File: src/rtl/cp0_unit_pkg.sv
// ============================================================================
// Module      : cp0_unit_pkg
// Description : Shared CP0 register numbers, exception codes and handler entry.
// Revision    : 1.0 - initial release
// ============================================================================
`default_nettype none

package cp0_unit_pkg;

    localparam logic [4:0] CP0_COUNT   = 5'd9;
    localparam logic [4:0] CP0_COMPARE = 5'd11;
    localparam logic [4:0] CP0_SR      = 5'd12;
    localparam logic [4:0] CP0_CAUSE   = 5'd13;
    localparam logic [4:0] CP0_EPC     = 5'd14;
    localparam logic [4:0] CP0_PRID    = 5'd15;

    typedef enum logic [4:0] {
        EXC_INT     = 5'd0,
        EXC_ADEL    = 5'd4,
        EXC_ADES    = 5'd5,
        EXC_SYSCALL = 5'd8,
        EXC_RI      = 5'd10,
        EXC_OV      = 5'd12
    } exc_code_e;

    localparam logic [31:0] HANDLER_ADDR = 32'h0000_4180;

endpackage

`default_nettype wire

File: src/rtl/cp0_unit_timer.sv
// ============================================================================
// Module      : cp0_timer
// Description : Count/Compare timer with a pending flag; used under CP0_TIMER_EN.
// Revision    : 1.0 - initial release
// ============================================================================
`default_nettype none

module cp0_timer
    import cp0_unit_pkg::*;
(
    input  logic        clk,
    input  logic        rst,
    input  logic        wr_en,
    input  logic [4:0]  wr_addr,
    input  logic [31:0] wr_data,
    output logic [31:0] count,
    output logic [31:0] compare,
    output logic        pending
);

    logic [31:0] r_count;
    logic [31:0] r_compare;
    logic        r_pending;

    always_ff @(posedge clk) begin
        if (rst) begin
            r_count   <= 32'd0;
            r_compare <= 32'd0;
            r_pending <= 1'b0;
        end else begin
            if (wr_en && wr_addr == CP0_COUNT)
                r_count <= wr_data;
            else
                r_count <= r_count + 32'd1;

            // A Compare write acknowledges the timer interrupt.
            if (wr_en && wr_addr == CP0_COMPARE) begin
                r_compare <= wr_data;
                r_pending <= 1'b0;
            end else if (r_count == r_compare && r_compare != 32'd0) begin
                r_pending <= 1'b1;
            end
        end
    end

    assign count   = r_count;
    assign compare = r_compare;
    assign pending = r_pending;

endmodule

`default_nettype wire

File: src/rtl/cp0_unit.sv
// ============================================================================
// Module      : cp0_unit
// Description : Coprocessor 0 - exception/interrupt request, SR/Cause/EPC/PRId.
//               Optional Count/Compare timer enabled by macro CP0_TIMER_EN.
// Revision    : 1.0 - initial release
// ============================================================================
`default_nettype none

module cp0_unit
    import cp0_unit_pkg::*;
#(
    parameter logic [31:0] PRID_VALUE = 32'h2022_0707
)(
    input  logic        clk,
    input  logic        reset,
    input  logic        en,
    input  logic [4:0]  CP0Add,
    input  logic [31:0] CP0In,
    output logic [31:0] CP0Out,
    input  logic [31:0] VPC,
    input  logic        BDIn,
    input  logic [4:0]  ExcCodeIn,
    input  logic [5:0]  HWInt,
    input  logic        EXLClr,
    output logic [31:0] EPCOut,
    output logic        Req
);

    logic [5:0]  r_im;
    logic        r_exl;
    logic        r_ie;
    logic        r_bd;
    logic [5:0]  r_ip;
    logic [4:0]  r_exc_code;
    logic [31:0] r_epc;

    logic        w_timer_int;
    logic [31:0] w_count;
    logic [31:0] w_compare;
    logic [5:0]  w_hw_int;
    logic        w_int_req;
    logic        w_exc_req;
    logic        w_req;
    logic [31:0] w_epc_raw;
    logic [31:0] w_rd;

`ifdef CP0_TIMER_EN
    cp0_timer u_timer (
        .clk     (clk),
        .rst     (reset),
        .wr_en   (en & ~w_req),
        .wr_addr (CP0Add),
        .wr_data (CP0In),
        .count   (w_count),
        .compare (w_compare),
        .pending (w_timer_int)
    );
`else
    assign w_timer_int = 1'b0;
    assign w_count     = 32'd0;
    assign w_compare   = 32'd0;
`endif

    assign w_hw_int  = HWInt | {w_timer_int, 5'b0};
    assign w_int_req = (|(w_hw_int & r_im)) & r_ie & ~r_exl;
    assign w_exc_req = (ExcCodeIn != 5'd0) & ~r_exl;
    assign w_req     = ~reset & (w_int_req | w_exc_req);
    assign w_epc_raw = BDIn ? (VPC - 32'd4) : VPC;

    always_ff @(posedge clk) begin
        if (reset) begin
            r_im       <= 6'd0;
            r_exl      <= 1'b0;
            r_ie       <= 1'b0;
            r_bd       <= 1'b0;
            r_ip       <= 6'd0;
            r_exc_code <= 5'd0;
            r_epc      <= 32'd0;
        end else begin
            r_ip <= w_hw_int;
            if (w_req) begin
                r_exl      <= 1'b1;
                r_bd       <= BDIn;
                r_exc_code <= w_int_req ? EXC_INT : ExcCodeIn;
                r_epc      <= {w_epc_raw[31:2], 2'b00};
            end else begin
                if (en) begin
                    if (CP0Add == CP0_SR) begin
                        r_im  <= CP0In[15:10];
                        r_exl <= CP0In[1];
                        r_ie  <= CP0In[0];
                    end else if (CP0Add == CP0_EPC) begin
                        r_epc <= {CP0In[31:2], 2'b00};
                    end
                end
                // eret clears EXL even over a same-cycle SR write.
                if (EXLClr)
                    r_exl <= 1'b0;
            end
        end
    end

    always_comb begin
        w_rd = 32'd0;
        case (CP0Add)
            CP0_SR:      w_rd = {16'd0, r_im, 8'd0, r_exl, r_ie};
            CP0_CAUSE:   w_rd = {r_bd, 15'd0, r_ip, 3'd0, r_exc_code, 2'd0};
            CP0_EPC:     w_rd = r_epc;
            CP0_PRID:    w_rd = PRID_VALUE;
            CP0_COUNT:   w_rd = w_count;
            CP0_COMPARE: w_rd = w_compare;
            default:     w_rd = 32'd0;
        endcase
    end

    assign CP0Out = w_rd;
    assign EPCOut = r_epc;
    assign Req    = w_req;

endmodule

`default_nettype wire

File: config.mk
export PLATFORM = sky130hd
export DESIGN_NAME = cp0_unit
export DESIGN_NICKNAME = d
export VERILOG_FILES = /design/src/rtl/cp0_unit_pkg.sv /design/src/rtl/cp0_unit_timer.sv /design/src/rtl/cp0_unit.sv
export SDC_FILE = /design/constraint.sdc
export NUM_CORES = 1
export LEC_CHECK = 0
export BUFFER_PORTS_ARGS = -buffer_cell sky130_fd_sc_hd__buf_4
export CORE_MARGIN = 1.5
export CORE_UTILIZATION = 43
export CTS_BUF_LIST = sky130_fd_sc_hd__clkbuf_16
export CTS_CLUSTER_SIZE = 28
export DETAILED_ROUTE_END_ITERATION = 10
export PLACE_DENSITY = 0.78
export RECOVER_POWER = 50
export SLEW_MARGIN = 20
export SYNTH_ARGS = -nofsm -noshare
export SYNTH_HDL_FRONTEND = slang
export SYNTH_SLANG_ARGS = --single-unit
File: constraint.sdc
create_clock -name clk -period 1.6 [get_ports clk]
set_clock_uncertainty 0.05 [all_clocks]
set_input_delay 0.16 -clock clk [delete_from_list [all_inputs] [get_ports clk]]
set_output_delay 0.16 -clock clk [all_outputs]
set_load 0.05 [all_outputs]
Word level (Yosys, flattened, before mapping)
Index checks and enable logic that the tools add are counted.

Reductions and logical operators: 9. Muxes and demuxes: 11. Bitwise operators: 9. Equality and inequality tests: 5. $add $sub $neg: 1.

Operators with widths (number): $mux W32 (5); $pmux W32 S4 (1); $sub A32 B3 Y32 const B (1); $eq A5 B4 Y1 const B (4); $and A6 B6 Y6 (1); $reduce_and A3 Y1 (2); $reduce_bool A3 Y1 (2); $reduce_or A6 Y1 (1); $mux W5 (1); $reduce_bool A5 Y1 (1); $and A1 B1 Y1 (4); $mux W1 (4); $reduce_bool A2 Y1 (2); $not A1 Y1 (3); $ne A2 B2 Y1 const B (1); $reduce_and A2 Y1 (1); $or A1 B1 Y1 (1).

Input port bits: 85. Output and inout bits: 65. Register bits: 50. Word-level logic and storage cells: 42.

Depth between registers and ports, before layout
Depth after elaboration: 8. Depth in mapped cells: 8. Depth with buffers taken out: 7.

Worst setup path before layout
Ideal clock, no wire load.

Path kind: register to output. From: reg r_exl. To: out Req. Data arrival time: 1.948 ns. Required time: 1.390 ns. Path slack: -0.558 ns. Cell stages (with the launch flop): 6. Path buffers: 2. Path through: dfxtp_1 > buf_1 > a311oi_2 > nor2_1 > clkbuf_1 > nor2_1.

Cells in the longest elaborated chain, start to end: 4. Elaborated cells between the ends (all ways): 5. Classes of those cells: bitwise (5).

Ends and longest elaborated chain: from (decl) (line cp0_unit.sv:30) `logic r_exl;`; from (signal assigned) (line cp0_unit.sv:90) `r_exl <= CP0In[1];`; $not A1 Y1 (*) (line cp0_unit.sv:65, cp0_unit.sv:66); $and A1 B1 Y1 (on tied branches) (line cp0_unit.sv:65, cp0_unit.sv:66); $or A1 B1 Y1 (*) (line cp0_unit.sv:67) `assign w_req = ~reset & (w_int_req | w_exc_req);`; $and A1 B1 Y1 (*) (line cp0_unit.sv:67); to (decl) (line cp0_unit.sv:26) `output logic Req`.

Every way passes the cells marked *; elsewhere a longest branch is shown, timed or not.

Final worst setup path
From: reg r_im[2]. To: reg r_epc[12], in the netlist EPCOut[12].

Cells in the longest elaborated chain, start to end: 8. Elaborated cells between the ends (all ways): 11. Classes of those cells: eq/ne (1); mux (1); bitwise (5); reduce/logical (4).

Ends and longest elaborated chain: from (decl) (line cp0_unit.sv:29) `logic [5:0] r_im;`; from (signal assigned) (line cp0_unit.sv:89) `r_im <= CP0In[15:10];`; $and A6 B6 Y6 (*) (line cp0_unit.sv:65) `assign w_int_req = (|(w_hw_int & r_im)) & r_ie & ~r_exl;`; $reduce_or A6 Y1 (*) (line cp0_unit.sv:65); $and A1 B1 Y1 (*) (2 in a row) (line cp0_unit.sv:65); $or A1 B1 Y1 (*) (line cp0_unit.sv:67); $and A1 B1 Y1 (*) (line cp0_unit.sv:67); $ne A2 B2 Y1 (no line) / $reduce_bool A2 Y1 (equally long branches); $reduce_and A3 Y1 (no line); to (signal assigned) (line cp0_unit.sv:85) `r_epc <= {w_epc_raw[31:2], 2'b00};`; to (signal assigned) (line cp0_unit.sv:93) `r_epc <= {CP0In[31:2], 2'b00};`; to (decl) (line cp0_unit.sv:35) `logic [31:0] r_epc;`.

Marks and branches as above. A chain may end at the register's enable or synchronous reset.

==> impl_summary.log <==
INFO  metric gp_congestion = 0.9041
INFO  metric synth.lib_cells_used.distinct = 43
INFO  metric route.detailed.vias_per_inst = 5.882
INFO  metric first_global_vias = 3696
INFO  metric grt_util_all_layers = 30.29%
INFO  metric initial_utilization = 44.30%
INFO  metric fill_cells = 488
INFO  metric violations = negative setup slack
INFO  metric total_power = 3.868 mW
INFO  metric cp.arrival = 2010 ps
INFO  metric detail_route.wl_per_cell = 20.41 um
INFO  metric fp.dieArea = 8000 um^2
INFO  metric h_tree_levels = 2
INFO  metric yosysSeqAreaShare = 31.15%
INFO  metric finalCritPeriodShare = 118.5%
INFO  metric placementRows = 31
INFO  metric worst_slack = -296.7 ps
INFO  metric worst-endpoint-required = 1720 ps
INFO  metric path_class = reg2reg
INFO  metric critPathBufInv = 1
INFO  metric path_cells = a22oi_2 > a311oi_4 > buf_4 > or2_4 > a211oi_2 > a311oi_2
INFO  metric grt_antenna_before_repair = 0
INFO  metric postSynth.topFlopCell = sky130_fd_sc_hd__dfxtp_1
INFO  metric p_leak = 2.266 nW
INFO  metric clock_path_buffers = 2
INFO  metric placed_cells_incl_taps = 665
INFO  metric drt_first_iter_violations = 327
INFO  metric n_antenna_cell = 0
INFO  metric grt_max_degree = 28
INFO  metric num_vias = 4023
INFO  metric numClockSinks = 50
INFO  metric path_max_fanout = 9
INFO  metric synth_cells = 397
INFO  metric drv_cap = 0
INFO  metric grt_overflow = 0
INFO  metric crit_path_end_kind = flip-flop
INFO  metric critical-path-slowest-cell = sky130_fd_sc_hd__a311oi_4
INFO  metric grt_first_pass_wirelength = 18.39 mm
INFO  metric critPathLaunchType = flip-flop
INFO  metric synthArstFlopShare = 0%
INFO  metric syn_avg_cell_area = 8.093 um^2
INFO  metric worst_hold_path_type = in2reg
INFO  metric cp-startpoint = r_im[2]
INFO  metric hold_violations = 0
INFO  metric drt_drc_violations_left = 0
INFO  metric finalCriticalPeriod = 1897 ps
INFO  metric fmax = 527.2 MHz
INFO  metric power_density = 701.8 nW/um^2
INFO  metric design.final.nets = 671
INFO  metric mappedNetlistArea = 3213 um^2
INFO  metric portBuffers = 145
INFO  metric rsz0062_at_grt = yes
INFO  metric cts_made_buffers = 5
INFO  metric maxSlewViolCount = 0
INFO  metric setup_viol_count_final = 48
INFO  metric postPlaceCellArea = 4962 um^2
INFO  metric num_io_pins = 150
INFO  metric detailedPlacementHpwl = 8.990 mm
INFO  metric cts_tree = built
INFO  metric clockRootBuffer = sky130_fd_sc_hd__clkbuf_16
INFO  metric layout-drive-gt1-share = 52.65%
INFO  metric detail-route-antenna-nets = 0
INFO  metric cpPeakStageDelay = 420 ps
INFO  metric post_cts_hold_buffer_count = 0
INFO  metric detailedRoute.firstPassIterationCount = 5
INFO  metric die_h = 89.44 um
INFO  metric final_cells = 684
INFO  metric syn2layout_area_growth = 71.53%
INFO  metric status = finished with violations
INFO  metric die_width = 89.44 um
INFO  metric finalWirelength = 13.96 mm
INFO  metric yosys_warnings = 0
INFO  metric critical_path.top_delay_family = compound AO/OA/AOI/OAI gates
INFO  metric hold_start = HWInt[4]
INFO  metric reg2reg_from = r_im[2]
INFO  metric insertion_delay = 290 ps
INFO  metric vdd_drop_max = 463.2 uV
INFO  metric postSynthRegisterBits = 50
INFO  metric post-route-cell-area = 5512 um^2
INFO  metric number_of_flops_mapped_to_enable_cells_by_yosys = 0
INFO  metric clkTransAtPathRegs = 70 ps
INFO  metric core_area = 7253 um^2
[per-stage QoR]
step | util, % | TNS [ps] | hold WS, ps | worst slack [ps]
global placement | 68.41 | -3427 | 334.9 | -233.0
global route | 75.99 | -7464 | 67.06 | -290.1
finish | 75.99 | -5557 | 62.94 | -296.7
CTS | 72.30 | -2401 | 60.84 | -175.1
detailed placement | 68.41 | -4830 | 353.0 | -319.9
floorplan | - | -822.3 | 238.2 | -155.8
[what timing repair did]
action / CTS / global route
pin swaps: 10 / 14
setup buffers: 4 / 4
cloned: 3 / 1
gates resized for setup: 19 / 50
endpoints found under the setup margin: 26 / 45
[kinds of logic (layout without fill, tap and decap cells)]
| group | count (synthesis) | after routing | share of synthesized area (%) |
|---|---|---|---|
| fa+ha+maj | 1 | 1 | 0.3893 |
| mux | 26 | 26 | 8.100 |
| flops | 50 | 50 | 31.15 |
| simple gates | 179 | 181 | 30.84 |
| compound gates | 75 | 75 | 16.78 |
| buf+inv | 37 | 222 | 4.985 |
| xor+xnor | 28 | 28 | 7.632 |
| other cells | 1 | 2 | 0.1167 |
[registers in the layout (all words and copies together) (netlist names)]
signal      count
r_ip            6
r_exl           1
EPCOut         30
r_bd            1
r_ie            1
r_exc_code      5
r_im            6
[cells in the mapped netlist (all sizes together), types with 2 or more instances]
master / count / share of area, %
and3: 14 / 2.7
nor3b: 3 / 0.70
dfxtp: 50 / 31
nor3: 16 / 2.6
nand2: 15 / 1.8
xnor2: 23 / 6.3
a21oi: 16 / 2.5
inv: 3 / 0.35
xor2: 5 / 1.4
or2: 2 / 0.39
a22oi: 8 / 1.9
nor4: 13 / 3.4
nand3b: 5 / 1.2
nand4: 5 / 1.4
a211oi: 47 / 11
nand3: 4 / 0.62
nor4b: 2 / 0.55
or3: 5 / 0.97
clkbuf: 21 / 2.5
mux2i: 26 / 8.1
buf: 13 / 2.2
nor2b: 27 / 5.3
a311oi: 2 / 0.74
nor2: 61 / 7.1
[power by group]
| part | switching, mW | leakage [nW] | internal, mW |
|---|---|---|---|
| Clock | 0.457 | 0.0723 | 0.561 |
| Sequential | 0.0917 | 0.418 | 1.34 |
| Combinational | 0.828 | 1.78 | 0.591 |
| Total | 1.38 | 2.27 | 2.49 |
[path summary, 6_finish.rpt]
kind | end | slack (ps) | cells past startpoint
min reg2reg | r_exc_code[3] | 410 | 2
max reg2reg | EPCOut[12] | -300 | 6
max | EPCOut[12] | -300 | 6
min | r_ip[4] | 60 | 2
[per-layer routing]
layer | GRT usage (%) | part of all wire, %
met2 | 52.15 | 50
met3 | 4.617 | 7.7
met1 | 37.87 | 38
met4 | 12.17 | 4.1
met5 | 0 | 0
[cell type report]
type                    count  area (um^2)  area share [%]
clock buffers               5        125.1           2.270
repair buffers            212         1755           31.85
clock inverters             2        7.507          0.1362
well taps                  99        123.9           2.247
flip-flops and latches     50         1008           18.30
multi-input cells         313         2480           44.99
inverters                   3        11.26          0.2043
[cells in the final DEF, fill, tap and decap left out, types with 3 or more instances in the layout]
cell / n
sky130_fd_sc_hd__buf_4: 196
sky130_fd_sc_hd__dfxtp_1: 44
sky130_fd_sc_hd__nor2_1: 43
sky130_fd_sc_hd__a211oi_2: 30
sky130_fd_sc_hd__nor2b_1: 26
sky130_fd_sc_hd__mux2i_1: 26
sky130_fd_sc_hd__xnor2_1: 23
sky130_fd_sc_hd__a211oi_1: 16
sky130_fd_sc_hd__nand2_1: 15
sky130_fd_sc_hd__and3_1: 13
sky130_fd_sc_hd__nor3_1: 12
sky130_fd_sc_hd__nor2_2: 11
sky130_fd_sc_hd__a21oi_2: 8
sky130_fd_sc_hd__a21oi_1: 8
sky130_fd_sc_hd__buf_12: 8
sky130_fd_sc_hd__nor2_4: 7
sky130_fd_sc_hd__nor4_2: 7
sky130_fd_sc_hd__clkbuf_16: 6
sky130_fd_sc_hd__dfxtp_2: 6
sky130_fd_sc_hd__inv_1: 5
sky130_fd_sc_hd__nand3b_1: 5
sky130_fd_sc_hd__a22oi_1: 5
sky130_fd_sc_hd__xor2_1: 5
sky130_fd_sc_hd__or3_1: 5
sky130_fd_sc_hd__nor4_1: 5
sky130_fd_sc_hd__buf_6: 5
sky130_fd_sc_hd__nand3_1: 4
sky130_fd_sc_hd__nand4_1: 4
sky130_fd_sc_hd__a22oi_2: 3
sky130_fd_sc_hd__nor3b_1: 3
sky130_fd_sc_hd__or2_4: 3
(Power assumes the default switching activity.)
